**src/rtl/mips_prog_loader.sv**
```systemverilog
// Streams a program into MIPS instruction memory, then releases the core and waits for HALT.
// Optional halt-word padding after the last word: define MIPS_LOADER_HLT_PAD_EN.
//
// state | meaning
// LOAD  | accept program words, cpu held
// PAD   | append one HLT_WORD after the last word (MIPS_LOADER_HLT_PAD_EN only)
// START | one-cycle cpu_start pulse, cpu still held
// RUN   | cpu running, waiting for cpu_halted
// DONE  | program halted, waiting for load_req
module mips_prog_loader #(
  parameter int          ADDR_W   = 10,
  parameter logic [31:0] HLT_WORD = 32'hfc000000
) (
  input  logic              clk1,
  input  logic              rst_n,
  input  logic              s_valid,
  output logic              s_ready,
  input  logic [31:0]       s_data,
  input  logic              s_last,
  input  logic              load_req,
  output logic              mem_we,
  output logic [ADDR_W-1:0] mem_addr,
  output logic [31:0]       mem_wdata,
  output logic              cpu_hold,
  output logic              cpu_start,
  input  logic              cpu_halted,
  output logic              done,
  output logic [ADDR_W:0]   word_count,
  output logic              err_overflow
);

  typedef enum logic [2:0] {
    ST_LOAD,
`ifdef MIPS_LOADER_HLT_PAD_EN
    ST_PAD,
`endif
    ST_START,
    ST_RUN,
    ST_DONE
  } state_t;

  state_t            state;
  logic [ADDR_W-1:0] wr_ptr;
  logic              xfer;
  logic              ptr_full;
  logic [31:0]       wdata_nxt;

  assign s_ready   = (state == ST_LOAD);
  assign xfer      = s_valid && s_ready;
  assign ptr_full  = &wr_ptr;
  assign wdata_nxt = s_ready ? s_data : HLT_WORD;

  always_ff @(posedge clk1 or negedge rst_n) begin
    if (!rst_n) begin
      state        <= ST_LOAD;
      wr_ptr       <= '0;
      word_count   <= '0;
      mem_we       <= 1'b0;
      mem_addr     <= '0;
      mem_wdata    <= '0;
      cpu_hold     <= 1'b1;
      cpu_start    <= 1'b0;
      done         <= 1'b0;
      err_overflow <= 1'b0;
    end else begin
      mem_we    <= 1'b0;
      cpu_start <= 1'b0;
      case (state)
        ST_LOAD: begin
          if (xfer) begin
            mem_we     <= 1'b1;
            mem_addr   <= wr_ptr;
            mem_wdata  <= wdata_nxt;
            wr_ptr     <= wr_ptr + 1'b1;
            word_count <= word_count + 1'b1;
            if (s_last) begin
`ifdef MIPS_LOADER_HLT_PAD_EN
              state     <= ST_PAD;
`else
              state     <= ST_START;
              cpu_start <= 1'b1;
`endif
            end else if (ptr_full) begin
              err_overflow <= 1'b1;
              state        <= ST_START;
              cpu_start    <= 1'b1;
            end
          end
        end
`ifdef MIPS_LOADER_HLT_PAD_EN
        ST_PAD: begin
          // word_count MSB set means memory is already full: nothing to pad
          if (!word_count[ADDR_W]) begin
            mem_we     <= 1'b1;
            mem_addr   <= wr_ptr;
            mem_wdata  <= wdata_nxt;
            wr_ptr     <= wr_ptr + 1'b1;
            word_count <= word_count + 1'b1;
          end
          state     <= ST_START;
          cpu_start <= 1'b1;
        end
`endif
        ST_START: begin
          state    <= ST_RUN;
          cpu_hold <= 1'b0;
        end
        ST_RUN: begin
          if (cpu_halted) begin
            state <= ST_DONE;
            done  <= 1'b1;
          end
        end
        ST_DONE: begin
          if (load_req) begin
            state        <= ST_LOAD;
            done         <= 1'b0;
            wr_ptr       <= '0;
            word_count   <= '0;
            err_overflow <= 1'b0;
            cpu_hold     <= 1'b1;
          end
        end
        default: state <= ST_LOAD;
      endcase
    end
  end

endmodule

```
**config.mk**
```make
export PLATFORM = sky130hd
export DESIGN_NAME = mips_prog_loader
export DESIGN_NICKNAME = d
export VERILOG_FILES = /design/src/rtl/mips_prog_loader.sv
export SDC_FILE = /design/constraint.sdc
export NUM_CORES = 1
export LEC_CHECK = 0
export CAP_MARGIN = 5
export CORE_MARGIN = 1.5
export CORE_UTILIZATION = 25
export CTS_CLUSTER_DIAMETER = 200
export DETAILED_ROUTE_END_ITERATION = 8
export GPL_ROUTABILITY_DRIVEN = 1
export GPL_TIMING_DRIVEN = 0
export SETUP_SLACK_MARGIN = 0.3
export SLEW_MARGIN = 20
export SYNTH_ARGS = -nofsm -noshare
export SYNTH_HDL_FRONTEND = slang
export SYNTH_SLANG_ARGS = --single-unit
```
**constraint.sdc**
```tcl
create_clock -name clk1 -period 3.6 [get_ports clk1]
set_input_delay 0.36 -clock clk1 [delete_from_list [all_inputs] [get_ports clk1]]
set_output_delay 0.36 -clock clk1 [all_outputs]
set_load 0.01 [all_outputs]
```
==> metrics.md <==
| Metric | Value |
|---|---|
| Initial Utilization | 25.5% |
| Least-Margin Pin Slew | 0.565 ns |
| Critical Path Max Stage Delay | 0.60 ns |
| Final setup TNS | 0 ns |
| Number of antenna diodes | 0 |
| Post-Syn Area | 0.00305 sq mm |
| CTS tree | done |
| Area of the multi-input gates | 0.00123 sq mm |
| Main synth FF type | dfrtp_1 |
| Cells after synthesis | 235 |
| CTS sink cnt | 70 |
| Worst vdd ir | 305 uV |
| Slew Viols, Final | 0 |
| CP Launch Type | flip-flop |
| Routed wire length | 7010 um |
| DRT iter0 DRCs | 70 |
| DRC | 0 |
| Count of different cell masters after synthesis | 38 |
| Rel. slew slack | 62.3% |
| GR Overflow Total | 0 |
| DR vias/cell | 4.57 |
| Post-synth net total | 279 |
| Chip Width | 114 um |
| FF-to-FF path depth | 7 |
| Top-area cell type share of the netlist area | 56.6% |
| Post-DRT Antenna Nets | 0 |
| Fmax | 469 MHz |
| Crit. End Element | output port |
| Clk Latency, worst-skew pair | 0.33 ns |
| Post-CTS Hold Fix Bufs | 1 |
| Row Count | 40 |
| Seq/Total Area, Yosys | 57.4% |
| Clock-pin slew on the worst setup and hold paths | 0.06 ns |
| Synth area leader | dfrtp_1 |
| Core Area | 0.0120 sq mm |
| Final non-filler cell total | 496 |
| Final hold viol count | 0 |
| Fin Hold WS | 0.497 ns |
| WP data arrival | 1.77 ns |
| Critical-path cell list | inv_1 -> ha_1 -> clkdlybuf4s50_1 |
| Crit-path max FO | 7 |
| Crit-path slowest cell | clkdlybuf4s50_1 |
| Critical Path RT | 3.24 ns |
| I/O pin count | 97 |
| Clk buf depth | 2 |
| Syn-to-layout area delta | 48.0% |
| Worst hold path class | input port to asynchronous set/reset pin |
| Initial antenna violation count | 0 |
| Largest cells by area after synthesis | dfrtp_1, mux2_2, xor2_1 |
| Post-CTS Setup Inserts | 0 |
| Max cap viols | 0 |
| Yosys reg bits | 70 |
| RSZ-0062 raised after global routing | no |
| Placer Congestion | 0.777 |
| CTS root buf | clkbuf_16 |
| Die ar. | 0.0129 sq mm |
| Register area | 0.00175 sq mm |
| Largest net degree at the start of global routing | 41 |
| Syn Area/Cell | 13.0 sq um |
| Leak | 0.00191 uW |
| Asr flop ratio synth | 100% |
| Crit Path Category | flip-flop to output port |
| Die H | 114 um |
| Vias in the first global route | 2336 |
| Final #Nets | 388 |
| Final period util | 59.2% |
| Pre-antenna DRT Iters | 3 |
| Run status | finished, final reports clean |
| Resized cells post-CTS | 0 |
| Post-synth EDFFs | 0 |
| GRT Overall Usage | 11.7% |
| Final Skew | 0.0143 ns |
| # fillers | 1202 |
| Synth warn | 0 |
| Share of layout cells above drive strength 1 | 22.6% |
| Cells after DPL | 479 |
| Num CTS Buffers | 9 |
| Pwr Density | 758 mW/mm^2 |
| Fin crit period | 2.13 ns |
| # H-tree levels | 3 |
| Setup violations, final | 0 |
| Wire length per cell | 14.1 um |
| I/O Buffers | 96 |
| First-pass GRT wire length | 11800 um |
| Via Count | 2269 |
| Hpwl dp | 5290 um |
==> per-layer routing <==
metal,track usage (%),vias to the layer above,wire (um)
met5,0,-,0
met4,4.25,0,100
met3,3.93,9,469
met2,18.2,72,3170
met1,15.3,1111,3260
li1,-,1077,-
==> Yosys cell counts, types with 2 or more instances <==
cell	instances
a21oi_1	5
a22o_1	3
and2_1	2
and4_1	5
buf_2	4
clkbuf_1	2
dfrtp_1	69
ha_1	6
inv_1	5
mux2_2	47
nand2_1	13
nand3_1	7
nand3_2	2
nand4_1	8
nor2_1	11
o211ai_1	3
o21ai_0	7
o31ai_1	2
or3_1	4
or4_1	4
xor2_1	9
==> layout by cell type (no fill, tap or decap), types with 5 or more instances in the layout <==
| cell | n |
|---|---|
| clkdlybuf4s50_1 | 95 |
| nor2_1 | 11 |
| inv_1 | 5 |
| nand4_1 | 8 |
| ha_1 | 6 |
| o21ai_0 | 7 |
| nand3_1 | 7 |
| nand2_1 | 13 |
| dfrtp_1 | 69 |
| clkbuf_16 | 9 |
| xor2_1 | 9 |
| and4_1 | 5 |
| a21oi_1 | 5 |
| mux2_2 | 47 |
==> path summary, 6_finish.rpt <==
| kind | startpoint | endpoint | slack, ns |
|---|---|---|---|
| hold / removal | rst_n | word_count[0] | 0.50 |
| min in group clk1 | cpu_hold | cpu_hold | 0.50 |
| setup reg to reg | state[0] | word_count[10] | 1.59 |
| hold reg to reg | cpu_hold | cpu_hold | 0.50 |
| setup / recovery | state[0] | s_ready | 1.47 |
| max in group asynchronous | rst_n | mem_wdata[8] | 2.53 |
==> cells by family after synthesis <==
logic type / count (synthesis) / synth area share (%)
AOI/OAI and AO/OA: 24 / 5.16
xor gates and xnor gates: 9 / 2.58
adders and majority gates: 6 / 2.46
buffers and inverters: 14 / 2.17
DFF: 70 / 57.4
muxes: 49 / 18.2
and+or+nand+nor: 63 / 12.0
==> power by group <==
part / internal, uW / leakage [uW] / switching [uW] / total [uW]
combinational: 793 / 0.000880 / 549 / 1340
clock: 535 / 0.000138 / 327 / 861
sequential: 1060 / 0.000888 / 162 / 1220
==> worst max-delay path: cells and delay by family (launching register included) <==
family | cells | cell delay (ns)
buffers and inverters | 2 | 0.70
DFF | 1 | 0.41
adders and majority gates | 1 | 0.32
==> metrics by stage <==
stage / area, sq um / util, % / power (uW) / setup slack [ns]
2_1_floorplan: 3050 / - / 1900 / 1.78
3_3_place_gp: 4200 / 35.1 / 2550 / -0.310
3_5_place_dp: 4220 / 35.2 / 2600 / 1.47
4_1_cts: 4520 / 37.8 / 3490 / 1.44
5_1_grt: 4520 / 37.8 / 3660 / 1.36
6_report: 4520 / 37.8 / 3420 / 1.47
==> state kept, by name, indices dropped and copies added (netlist names) <==
name and cells:
done 1, wr_ptr 10, mem_addr 10, state 2
word_count 11, mem_wdata 32, err_overflow 1, cpu_hold 1
mem_we 1, cpu_start 1
==> final cells by class <==
cell class                 count  share of cell area, %
multi-input combinational    151                   27.3
timing repair buffer          98                   21.9
clock inverter                 6                   1.41
clock buffer                  10                   5.07
tap                          147                   4.07
sequential                    70                   38.8
inverter                       6                  0.498
buffer                         8                  0.969
Note: power is estimated with default switching activity, not from simulation.
